$ cat src/rtl/sha256_msg_padder.sv
// sha256_msg_padder
// Byte-stream front end for the SHA-256 compression core. Collects message
// bytes into a 64-byte block, appends the 0x80 marker, zero fill and the
// 64-bit big-endian bit length, and hands each finished block to the core
// through a start/done handshake. blk_first / blk_final tag each block so the
// surrounding logic can chain intermediate hash values.
//
// Handshakes:
//   input stream : a beat transfers on a rising edge where msg_valid && msg_ready;
//                  msg_ready depends only on registered state, never on msg_valid.
//   core         : blk_start stays high until blk_done is sampled high, then
//                  drops on that edge; no new blk_start until blk_done is seen low.
module sha256_msg_padder (
   input  logic         clk,
   input  logic         reset,
   input  logic [7:0]   msg_data,
   input  logic         msg_valid,
   input  logic         msg_last,
   input  logic         msg_empty,
   output logic         msg_ready,
   output logic [511:0] blk_words,
   output logic         blk_start,
   input  logic         blk_done,
   output logic         blk_first,
   output logic         blk_final,
   output logic [2:0]   dbg_state
);

   typedef enum logic [2:0] {
      S_IDLE     = 3'd0,
      S_FILL     = 3'd1,
      S_PAD      = 3'd2,
      S_LEN      = 3'd3,
      S_SEND     = 3'd4,
      S_WAIT_LOW = 3'd5
   } state_t;

   state_t        state;
   logic [511:0]  buffer;        // byte 0 of the block lives in [511:504]
   logic [6:0]    ptr;           // next byte position, 0..64
   logic [60:0]   len;           // message length in bytes, wraps mod 2^61
   logic          pad_pending;   // block filled exactly by the last byte: marker goes in the next block
   logic          len_pending;   // marker landed past byte 55: length goes in the next block
   logic          first;         // next block sent is the first of its message

   logic          accept;
   logic [6:0]    ptr_next;
   logic [8:0]    byte_lsb;      // bit index of the low bit of buffer byte 'ptr'

   assign msg_ready = (state == S_FILL) && (ptr < 7'd64);
   assign accept    = msg_valid && msg_ready;
   assign ptr_next  = msg_empty ? ptr : ptr + 7'd1;
   assign byte_lsb  = 9'd504 - {ptr[5:0], 3'b000};
   assign blk_words = buffer;
   assign dbg_state = state;

   // Block assembly and core handshake sequencing.
   always_ff @(posedge clk or negedge reset) begin
      if (!reset) begin
         state       <= S_IDLE;
         buffer      <= '0;
         ptr         <= '0;
         len         <= '0;
         pad_pending <= 1'b0;
         len_pending <= 1'b0;
         first       <= 1'b0;
         blk_start   <= 1'b0;
         blk_first   <= 1'b0;
         blk_final   <= 1'b0;
      end else begin
         case (state)
            S_IDLE: begin
               buffer      <= '0;
               ptr         <= '0;
               len         <= '0;
               first       <= 1'b1;
               pad_pending <= 1'b0;
               len_pending <= 1'b0;
               // The beat that wakes us up is taken in FILL, not here.
               if (msg_valid) state <= S_FILL;
            end

            S_FILL: begin
               if (accept) begin
                  if (!msg_empty) begin
                     buffer[byte_lsb +: 8] <= msg_data;
                     len                   <= len + 61'd1;
                  end
                  ptr <= ptr_next;
                  if (msg_last) begin
                     if (ptr_next < 7'd64) begin
                        state <= S_PAD;
                     end else begin
                        pad_pending <= 1'b1;
                        blk_first   <= first;
                        blk_final   <= 1'b0;
                        state       <= S_SEND;
                     end
                  end else if (ptr_next == 7'd64) begin
                     blk_first <= first;
                     blk_final <= 1'b0;
                     state     <= S_SEND;
                  end
               end
            end

            S_PAD: begin
               // ptr < 64 is guaranteed on entry, so the marker always fits.
               buffer[byte_lsb +: 8] <= 8'h80;
               ptr                   <= ptr + 7'd1;
               if ((ptr + 7'd1) <= 7'd56) begin
                  state <= S_LEN;
               end else begin
                  len_pending <= 1'b1;
                  blk_first   <= first;
                  blk_final   <= 1'b0;
                  state       <= S_SEND;
               end
            end

            S_LEN: begin
               buffer[63:0] <= {len, 3'b000};
               blk_first    <= first;
               blk_final    <= 1'b1;
               state        <= S_SEND;
            end

            S_SEND: begin
               // One settle cycle with the block registered, then request the core.
               if (!blk_start) begin
                  blk_start <= 1'b1;
               end else if (blk_done) begin
                  blk_start <= 1'b0;
                  state     <= S_WAIT_LOW;
               end
            end

            S_WAIT_LOW: begin
               if (!blk_done) begin
                  buffer <= '0;
                  ptr    <= '0;
                  first  <= 1'b0;
                  if (pad_pending) begin
                     pad_pending <= 1'b0;
                     state       <= S_PAD;
                  end else if (len_pending) begin
                     len_pending <= 1'b0;
                     ptr         <= 7'd56;
                     state       <= S_LEN;
                  end else if (blk_final) begin
                     state <= S_IDLE;
                  end else begin
                     state <= S_FILL;
                  end
               end
            end

            default: state <= S_IDLE;
         endcase
      end
   end

endmodule
$ cat config.mk
export PLATFORM = sky130hd
export DESIGN_NAME = sha256_msg_padder
export DESIGN_NICKNAME = d
export VERILOG_FILES = /design/src/rtl/sha256_msg_padder.sv
export SDC_FILE = /design/constraint.sdc
export NUM_CORES = 1
export LEC_CHECK = 0
export BUFFER_PORTS_ARGS = -buffer_cell sky130_fd_sc_hd__clkbuf_2
export CORE_UTILIZATION = 45
export DETAILED_ROUTE_END_ITERATION = 12
export PLACE_DENSITY = 0.69
export SYNTH_ARGS = -nofsm -noshare
export SYNTH_HDL_FRONTEND = slang
export SYNTH_SLANG_ARGS = --single-unit
export TNS_END_PERCENT = 50
$ cat constraint.sdc
create_clock -name clk -period 6.7 [get_ports clk]
set_input_delay 0 -clock clk [delete_from_list [all_inputs] [get_ports clk]]
set_output_delay 0 -clock clk [all_outputs]
set_load 0.005 [all_outputs]
==> reports/summary.txt <==
Commonest non-fill, non-tap cell in the layout - dfrtp_1
Multiplexer share of the synthesized area - 0.0193
Cell taking the most area after synthesis - dfrtp_1
Status - complete, no violations
Die Span Y - 240 um
Initial antenna violation count - 2
Number of buffers created by CTS - 60
Port buffer count - 532
Largest family of logic cells by synthesized area - compound AO/OA/AOI/OAI gates
First-pass GRT wire length - 143000 um
Placed insts - 3558
MaxCap Viol Count - 0
Unrepaired setup endpoints after global routing - false
Synth Area in Compound Gates - 0.196
Routed vias/inst - 6.10
Setup Total Neg Slack - 0 ns
Total gr overflow - 0
Syn nets - 2424
Hold Crit Class - in -> async
Layout cells sized above 1 - 0.256
Endpoints failing hold - 0
Avg Inst Size Synth - 10.6 um^2
R2R depth - 7
Initial core utilization - 0.459
Critical path class - reg -> reg
Die Footprint - 57700 um^2
Yosys top cell area share - 0.577
CP required - 7.22 ns
P_leak - 14.9 nW
XOR/XNOR Fraction of Synth Area - 0.0216
TritonRoute pass-1 iters - 6
Critical Path Max Stage Delay - 1.04 ns
RR Startpoint - ptr[0]$_DFFE_PN0P_
VDD IR-drop max - 285 uV
Final GP Congestion - 0.923
Slew @ Worst Pin - 1.45 ns
Ordered cell list for the critical path - ha_1, and3_1, xnor2_1, nand4_1, nor3_2, mux2i_1, nor2_1
Final clock skew - 0.0259 ns
Crit-path max FO - 28
Largest net degree at the start of global routing - 150
Vias - 22444
Floorplan row count - 86
Worst Setup SP - ptr[0]$_DFFE_PN0P_
Reg-to-reg slack, setup - 2.01 ns
Area grow syn2layout - 21.6%
Largest cells by area after synthesis - dfrtp_1 58%, o2bb2ai_1 3.5%, o21ai_0 3.3%
DR DRC count - 0
CTS tree - yes
Pwr Density - 368 nW/um^2
Post-synthesis sequential area ratio - 0.577
Post-CTS Setup Bufs - 0
Tmin final - 4.69 ns
Worst Path Arrival - 5.21 ns
Critical Path Start Type - flop
Design Power - 11.4 mW
Synthesis-stage register bit count - 589
EDFF count, synth - 0
Post-synth ARST share - 1.00
Clock root buffer - clkbuf_16
Area of the core - 55600 um^2
Final setup viols - 0
Fin cells - 3678
Fmax - 213 MHz
CTS clock-pin slew for the worst setup and hold paths - 0.06 ns
Clock sink count - 589
I/O pin count - 533
Total Nets Final - 2896
Final hold slack - 0.0398 ns
H-tree levels - 2
Synth Area in Simple Gates - 0.152
CP endpoint kind - flop
Final HPWL DP - 66200 um
Critical path capture point - blk_words[485]$_DFFE_PN0P_
Antenna viol nets, final - 0
Max Slew Vio Count - 0
Clk Latency, worst-skew pair - 0.65 ns
Fin crit share - 0.700
Initial DRC count - 2261
Routed WL per cell - 26.4 um
Gr usage total - 0.333
Largest buffer count on any clock path - 3
Post-synth cell types - 85
Yosys warning count - 0
Cells after Synth - 2407
Most used DFF post-synth - dfrtp_1
Post-Synth Adder-Cell Area - 0.00147
Cell Area, Synth - 25500 um^2
Die width - 240 um
Reg2reg end - blk_words[485]$_DFFE_PN0P_
Routed wire length - 97000 um
CP max-delay cell - nand4_1
Slew headroom - 0.0318
Vias in the first global route - 21879
Commonest cells after routing, fill and taps aside - 589 x dfrtp_1, 531 x clkbuf_2, 216 x nor2_1, 216 x nand2_1, 168 x o21ai_0
## flip-flops by register name, indices dropped and copies added, names as in the netlist
name,flops
blk_words,512
len,61
ptr,7
dbg_state,3
blk_final,1
blk_first,1
blk_start,1
first,1
len_pending,1
pad_pending,1
## per-layer routing
| layer | global-route usage | wire length (um) | vias to the layer above |
|---|---|---|---|
| met2 | 0.525 | 45500 | 1172 |
| li1 | - | - | 9677 |
| met1 | 0.433 | 38100 | 11324 |
| met4 | 0.167 | 4780 | 0 |
| met3 | 0.0755 | 8670 | 271 |
| met5 | 0 | 0 | - |
## synthesized netlist by cell type (10+ instances only)
cell,n
a21o_1,13
a21oi_1,129
a221o_1,45
a22o_1,29
a22oi_1,19
and2_1,11
buf_1,14
buf_2,43
clkbuf_1,112
dfrtp_1,589
inv_1,37
mux2i_1,48
nand2_1,216
nand3_1,136
nand4_1,23
nor2_1,218
nor2b_1,10
nor3_1,57
nor3_2,10
nor4_2,17
o21ai_0,168
o21ai_1,40
o22a_1,88
o2bb2ai_1,103
or3_1,11
xnor2_1,56
## repair_timing
item	in CTS	in global routing
hold endpoints to repair	136	0
hold buffers	7	0
resized for setup	0	0
## worst min-delay path by stage
stage,endpoint,startpoint,cells after the start,slack (ns)
after global placement,blk_words[331]$_DFFE_PN0P_,reset,1,0.16
after global routing,blk_words[86]$_DFFE_PN0P_,msg_data[6],5,0.08
after floorplan,blk_final$_DFFE_PN0P_,reset,0,-0.30
after CTS,blk_words[86]$_DFFE_PN0P_,msg_data[6],5,0.04
after detailed placement,blk_words[329]$_DFFE_PN0P_,reset,1,0.17
final,blk_words[329]$_DFFE_PN0P_,reset,2,0.04
## cell families after synthesis
group,after synthesis
AND/OR/NAND/NOR,780
multiplexers,49
XOR/XNOR,63
AO/OA/AOI/OAI,712
flip-flops,589
buffers and inverters,211
adder cells (fa/ha/maj),3
## metrics by stage
stage	util	area [um^2]	setup slack, ns
6_report	0.558	31100	2.01
5_1_grt	0.558	31100	1.78
4_1_cts	0.558	31100	2.12
3_5_place_dp	0.519	28900	2.16
3_3_place_gp	0.519	28900	2.37
2_1_floorplan	-	25500	4.13
## power by group
group | internal [mW] | total (mW) | switching (mW)
Sequential | 3.70 | 3.85 | 0.158
Combinational | 0.815 | 3.96 | 3.14
Clock | 2.14 | 3.60 | 1.47
Total | 6.65 | 11.4 | 4.77
## critical path, delay by kind of cell, from the launching register on
| family | cells | cell delay (ns) |
|---|---|---|
| xor gates and xnor gates | 1 | 0.76 |
| muxes | 1 | 0.30 |
| and+or+nand+nor | 4 | 2.24 |
| adders and majority gates | 1 | 0.58 |
| DFF | 1 | 0.70 |
## layout make-up
cell class              count  area [um^2]
diodes                      2         5.00
clock buffers              92         1810
clock inverters            19          309
fillers                  4934        24600
inverters                  40          150
multi-input cells        1607        10000
flip-flops and latches    589        14700
well taps                 748          936
repair buffers            581         3100
Power figures use the tool's default switching activity.
